`src/rtl/load_unit.sv`:
```
// load_unit: RV32I load path (LB/LH/LW/LBU/LHU).
// Issues a word-aligned read, waits for the memory ack with a timeout,
// then extracts and extends the addressed byte/halfword.
//
// Optional feature macro: LOAD_MISALIGN_TRAP_EN
//   defined   -> misaligned LH/LHU/LW abort to ERR without a memory request
//   undefined -> low address bits are ignored for LH/LHU/LW
//
// state | meaning
// IDLE  | waiting for op_for==001; latches address and funct3
// REQ   | read request outstanding; timeout counter running
// DONE  | load_valid_out pulse; result held in load_data_out
// ERR   | load_err_out pulse; load_data_out forced to 0
module load_unit #(
  parameter int TIMEOUT_CYCLES = 16
) (
  input  logic        clk_in,
  input  logic        reset_in,
  input  logic [2:0]  op_for,
  input  logic [2:0]  funct3_in,
  input  logic [31:0] addr_in,
  output logic        mem_rd_req_out,
  output logic [31:0] mem_addr_out,
  input  logic        mem_ack_in,
  input  logic [31:0] mem_data_in,
  output logic [31:0] load_data_out,
  output logic        load_valid_out,
  output logic        load_err_out,
  output logic        stall_out
);

  localparam int CNT_W = $clog2(TIMEOUT_CYCLES);
  localparam logic [CNT_W-1:0] CNT_LAST = CNT_W'(TIMEOUT_CYCLES - 1);

  typedef enum logic [1:0] {
    S_IDLE = 2'd0,
    S_REQ  = 2'd1,
    S_DONE = 2'd2,
    S_ERR  = 2'd3
  } state_t;

  state_t           state_q, state_d;
  logic [31:0]      addr_q, addr_d;
  logic [2:0]       funct3_q, funct3_d;
  logic [CNT_W-1:0] cnt_q, cnt_d;
  logic [31:0]      data_q, data_d;

  logic             f3_bad;
  logic             misaligned;
  logic [7:0]       byte_sel;
  logic [15:0]      half_sel;
  logic [31:0]      ext_data;

  // Classify the incoming load: unsupported funct3 or (optionally) misaligned
  always_comb begin
    f3_bad = 1'b1;
    case (funct3_in)
      3'b000, 3'b001, 3'b010, 3'b100, 3'b101: f3_bad = 1'b0;
      default:                                f3_bad = 1'b1;
    endcase
`ifdef LOAD_MISALIGN_TRAP_EN
    misaligned = ((funct3_in == 3'b001 || funct3_in == 3'b101) && addr_in[0]) ||
                 ((funct3_in == 3'b010) && (addr_in[1:0] != 2'b00));
`else
    misaligned = 1'b0;
`endif
  end

  // Select the addressed byte/half from the returned word and extend it
  always_comb begin
    byte_sel = mem_data_in[7:0];
    case (addr_q[1:0])
      2'd0:    byte_sel = mem_data_in[7:0];
      2'd1:    byte_sel = mem_data_in[15:8];
      2'd2:    byte_sel = mem_data_in[23:16];
      default: byte_sel = mem_data_in[31:24];
    endcase
    half_sel = addr_q[1] ? mem_data_in[31:16] : mem_data_in[15:0];
    case (funct3_q)
      3'b000:  ext_data = {{24{byte_sel[7]}}, byte_sel};
      3'b100:  ext_data = {24'd0, byte_sel};
      3'b001:  ext_data = {{16{half_sel[15]}}, half_sel};
      3'b101:  ext_data = {16'd0, half_sel};
      default: ext_data = mem_data_in;
    endcase
  end

  // Next-state logic: accept, wait for ack or timeout, then pulse result
  always_comb begin
    state_d  = state_q;
    addr_d   = addr_q;
    funct3_d = funct3_q;
    cnt_d    = cnt_q;
    data_d   = data_q;
    case (state_q)
      S_IDLE: begin
        if (op_for == 3'b001) begin
          addr_d   = addr_in;
          funct3_d = funct3_in;
          cnt_d    = '0;
          if (f3_bad || misaligned) begin
            data_d  = '0;
            state_d = S_ERR;
          end else begin
            state_d = S_REQ;
          end
        end
      end
      S_REQ: begin
        // Ack wins over a timeout landing in the same cycle
        if (mem_ack_in) begin
          data_d  = ext_data;
          state_d = S_DONE;
        end else if (cnt_q == CNT_LAST) begin
          data_d  = '0;
          state_d = S_ERR;
        end else begin
          cnt_d = cnt_q + 1'b1;
        end
      end
      S_DONE:  state_d = S_IDLE;
      S_ERR:   state_d = S_IDLE;
      default: state_d = S_IDLE;
    endcase
  end

  // State and datapath registers
  always_ff @(posedge clk_in or posedge reset_in) begin
    if (reset_in) begin
      state_q  <= S_IDLE;
      addr_q   <= '0;
      funct3_q <= '0;
      cnt_q    <= '0;
      data_q   <= '0;
    end else begin
      state_q  <= state_d;
      addr_q   <= addr_d;
      funct3_q <= funct3_d;
      cnt_q    <= cnt_d;
      data_q   <= data_d;
    end
  end

  // Request and pulses decode straight from state so reset drops them at once;
  // stall is masked during reset so a held load is only seen after release
  assign mem_rd_req_out = (state_q == S_REQ);
  assign mem_addr_out   = {addr_q[31:2], 2'b00};
  assign load_valid_out = (state_q == S_DONE);
  assign load_err_out   = (state_q == S_ERR);
  assign load_data_out  = data_q;
  assign stall_out      = !reset_in &&
                          (((state_q == S_IDLE) && (op_for == 3'b001)) || (state_q == S_REQ));

endmodule

```
`config.mk`:
```
export PLATFORM = sky130hd
export DESIGN_NAME = load_unit
export DESIGN_NICKNAME = d
export VERILOG_FILES = /design/src/rtl/load_unit.sv
export SDC_FILE = /design/constraint.sdc
export NUM_CORES = 1
export LEC_CHECK = 0
export CORE_UTILIZATION = 47
export DETAILED_ROUTE_END_ITERATION = 10
export GPL_ROUTABILITY_DRIVEN = 0
export MAX_ROUTING_LAYER = met4
export PLACE_DENSITY = 0.88
export SLEW_MARGIN = 5
export SYNTH_ARGS = -nofsm -noshare
export SYNTH_HDL_FRONTEND = slang
export SYNTH_SLANG_ARGS = --single-unit
```
`constraint.sdc`:
```
create_clock -name clk_in -period 4.5 [get_ports clk_in]
set_clock_uncertainty 0.1 [all_clocks]
set_input_delay 0.9 -clock clk_in [delete_from_list [all_inputs] [get_ports clk_in]]
set_output_delay 0.9 -clock clk_in [all_outputs]
set_load 0.01 [all_outputs]
```
After elaboration in Yosys (flattened, before gate mapping). Cells that the tools add are included.

Bits in registers: 73. Output and inout port bits: 68. Logic and storage cells: 57.

Add/sub/neg operators: 1. Eq/ne operators: 19. Muxes and demuxes: 17. Reduce and logical (&&, ||, !) cells: 15.

Operators with widths (number): $mux W32 (4); $pmux W32 S4 (1); $pmux W32 S2 (1); $pmux W8 S3 (1); $mux W16 (1); $eq A3 B3 Y1 const B (4); $mux W4 (3); $eq A3 B1 Y1 const B (3); $mux W2 (4); $pmux W4 S2 (1); $reduce_and A4 Y1 (2); $eq A2 B2 Y1 const B (3); $logic_not A3 Y1 (2); $ne A2 B2 Y1 const B (3); $pmux W2 S3 (1); $reduce_or A5 Y1 (1); $add A4 B1 Y4 const B (1); $eq A2 B1 Y1 const B (2); $eq A4 B4 Y1 const B (1); $logic_not A2 Y1 (2); $reduce_and A2 Y1 (2); $eq A3 B2 Y1 const B (1); $ne A3 B1 Y1 const B (1); $logic_and A1 B1 Y1 (2); other kinds (5) (5).

Logic depth before layout (Yosys ltp).
Depth in word-level cells: 5. Mapped depth: 7. Gate-level depth less buffers: 5.

Worst setup path after synthesis. OpenSTA, ideal clock, no wires.

Path kind: in2out. From: input op_for[1]. To: output stall_out. Arrival: 1644 ps. Setup slack: 1856 ps. Stages: 3. Buffers on the path: 0. Path through: or3b_4 a21o_1 nor2_1.

Cells in the longest elaborated chain, start to end: 4.

RTL lines: start, declared (line 19) `input logic [2:0] op_for,`; $eq A3 B1 Y1 (line 152) `(((state_q == S_IDLE) && (op_for == 3'b001)) || (state_q == S_REQ));`; $logic_and A1 B1 Y1 (line 152); $logic_or A1 B1 Y1 (line 152); $logic_and A1 B1 Y1 (line 151) `assign stall_out = !reset_in &&`; end, declared (line 29) `output logic stall_out`.

Every way passes these cells.

Final worst setup path.
From: input op_for[0]. To: output stall_out.

Same word-level chain as after synthesis.

==> metrics <==
outcome completed; synthesized area 0.00353 mm2; CTS Sinks 73; Slew headroom 25.5%; Final Net Count 537; Remaining DRCs 0; via/cell ratio 5.18; die span in y 88.6 um; initial antenna violation count 0; CTS tree yes; IO Port Bufs 138; critical path's slowest cell clkdlybuf4s50_1; post_cts resized 0; antenna viol nets, final 0; critical path cell sequence clkdlybuf4s50_1 > or3b_4 > a21o_1 > nor2_1 > clkdlybuf4s50_1; syn_area_per_cell 9.72 um2; via count of the first global-routing pass 2,897; Finished Cell Area 0.00490 mm2; # IOs 141; Distinct cells, synth 36; setup repair bufs after CTS 0; remaining global-route overflow 0; crit path launch type input pin; CTS Hold Bufs 0; Final Hold Viols 0; clk buf depth 2; Max Clock Freq 0.279 GHz; full die area 0.00786 mm2; HPWL Detailed 6610 um; Detailed Routing Iterations Pass 1 4; first-pass GRT wire length 14,100 um; placed inst area 0.00472 mm2; worst hold slack 377 ps; share of layout cells above drive strength 1 5.98%; largest net degree at the start of global routing 39; final setup fails 0; sequential area share after synthesis 51.8%; Most used DFF post-synth dfrtp_1; synthesized flop and latch total 73; total CTS buffers 9; worst vdd ir 0.273 mV; Total Power 2450 uW; most frequent cells in the layout clkdlybuf4s50_1 (138), nand2_1 (113), dfrtp_1 (73); fraction of registers with async set/reset 100%; Core ar. 0.00725 mm2; Crit Path Max Fanout 3; Req. time, crit path 3500 ps; HP Class flip-flop to flip-flop; MaxCap Viol Count 0; setup TNS 0 ps; Power Density 500 mW/mm2; number of diodes 0; cell count after synthesis 363; Post-synth EDFFs 0; CP Capture Type primary output; H-tree levels 3; unrepaired setup endpoints after global routing no; routed wire length 8930 um; Critical Path AT 2580 ps; most common cell after layout, fill and taps aside clkdlybuf4s50_1; WL/cell 15.7 um; area delta synth->final 39.0%; Synth Warn # 0; P_leak 0.00219 uW; row cnt 31; Die W 88.6 um; Worst-Skew Late Latency 340 ps; fin util 67.6%; CP max stage delay 540 ps; DR vias 2,939; Layout fillers 561; Tcrit/Tclk final 79.6%; clk root buf clkbuf_8; Max Slew Vio Count 0; CP dominant cell by count clkdlybuf4s50_1; worst setup path class input pin to primary output; Total Routing Usage GR 24.7%; clk slew on worst S/H paths 80 ps; Initial Utilization 48.6%; worst slew pin tran 1120 ps; fin crit period 3580 ps; initial DRC count 133
## metal layers
layer | wire length [um] | GRT usage (%) | up-vias
li1 | - | - | 1401
met1 | 3670 | 30.2 | 1414
met2 | 4550 | 40.8 | 105
met3 | 518 | 4.57 | 19
met4 | 193 | 9.24 | 0
met5 | 0 | - | -
## cell families (layout without fill, tap and decap cells)
kind of cell	count (synthesis)	count (layout)	share of synthesized area (%)
AOI/OAI and AO/OA	62	62	13.6
xor gates and xnor gates	2	2	0.497
adders and majority gates	1	1	0.355
buffers and inverters	60	164	10.5
DFF	73	73	51.8
muxes	14	14	4.47
other	1	2	0.106
and+or+nand+nor	150	150	18.7
## power by group
part	total (uW)	internal (uW)	leakage [uW]	switching (uW)
sequential	1020	865	0.000933	160
clock	484	221	0.0000895	263
combinational	943	565	0.00117	378
## area by class of cell
class                      instances  area, um2  share of cell area (%)
tap                               99        124                    2.53
inverter                           8       30.0                   0.612
sequential                        73       1830                    37.2
timing repair buffer             140       1400                    28.5
multi-input combinational        231       1340                    27.3
clock buffer                      10        138                    2.81
clock inverter                     6       50.0                    1.02
## per-stage QoR
| stage | cells | worst slack [ps] |
|---|---|---|
| finish | 567 | 919 |
| global route | 567 | 873 |
| CTS | 567 | 918 |
| detailed placement | 551 | 919 |
| global placement | 551 | 956 |
| floorplan | 364 | 1650 |
## critical path, delay by kind of cell
family	cells	cell delay, ps
compound gates	1	210
simple gates	2	470
buf+inv	2	1000
## Yosys cell counts, drive strengths merged, types with 3 or more instances
| cell | instances | share of area [%] |
|---|---|---|
| a21oi | 9 | 1.3 |
| a221o | 16 | 4.5 |
| a32o | 9 | 2.6 |
| buf | 40 | 8.3 |
| clkbuf | 12 | 1.3 |
| dfrtp | 73 | 52 |
| inv | 8 | 0.85 |
| mux2 | 4 | 1.3 |
| mux2i | 9 | 2.6 |
| nand2 | 113 | 12 |
| nand2b | 10 | 1.8 |
| nor2 | 6 | 0.64 |
| nor3 | 3 | 0.43 |
| o21ai | 18 | 2.6 |
| o2bb2ai | 6 | 1.5 |
| or3 | 7 | 1.2 |
## flip-flops by register name, summed over array words and instances (netlist names)
name,count
cnt_q,4
state_q,2
addr_q,32
load_data_out,32
funct3_q,3
## final timing paths
kind | start | endpoint | slack [ps] | depth (start not counted)
worst min register to register | addr_q[13] | addr_q[13] | 380 | 2
max in group asynchronous | reset_in | load_data_out[23] | 2390 | 3
min in group asynchronous | reset_in | addr_q[31] | 940 | 2
worst max register to register | state_q[1] | load_data_out[29] | 2010 | 5
worst max-delay path | op_for[0] | stall_out | 920 | 5
worst min-delay path | addr_q[13] | addr_q[13] | 380 | 2
No activity file was read; power rests on OpenSTA's default activity.
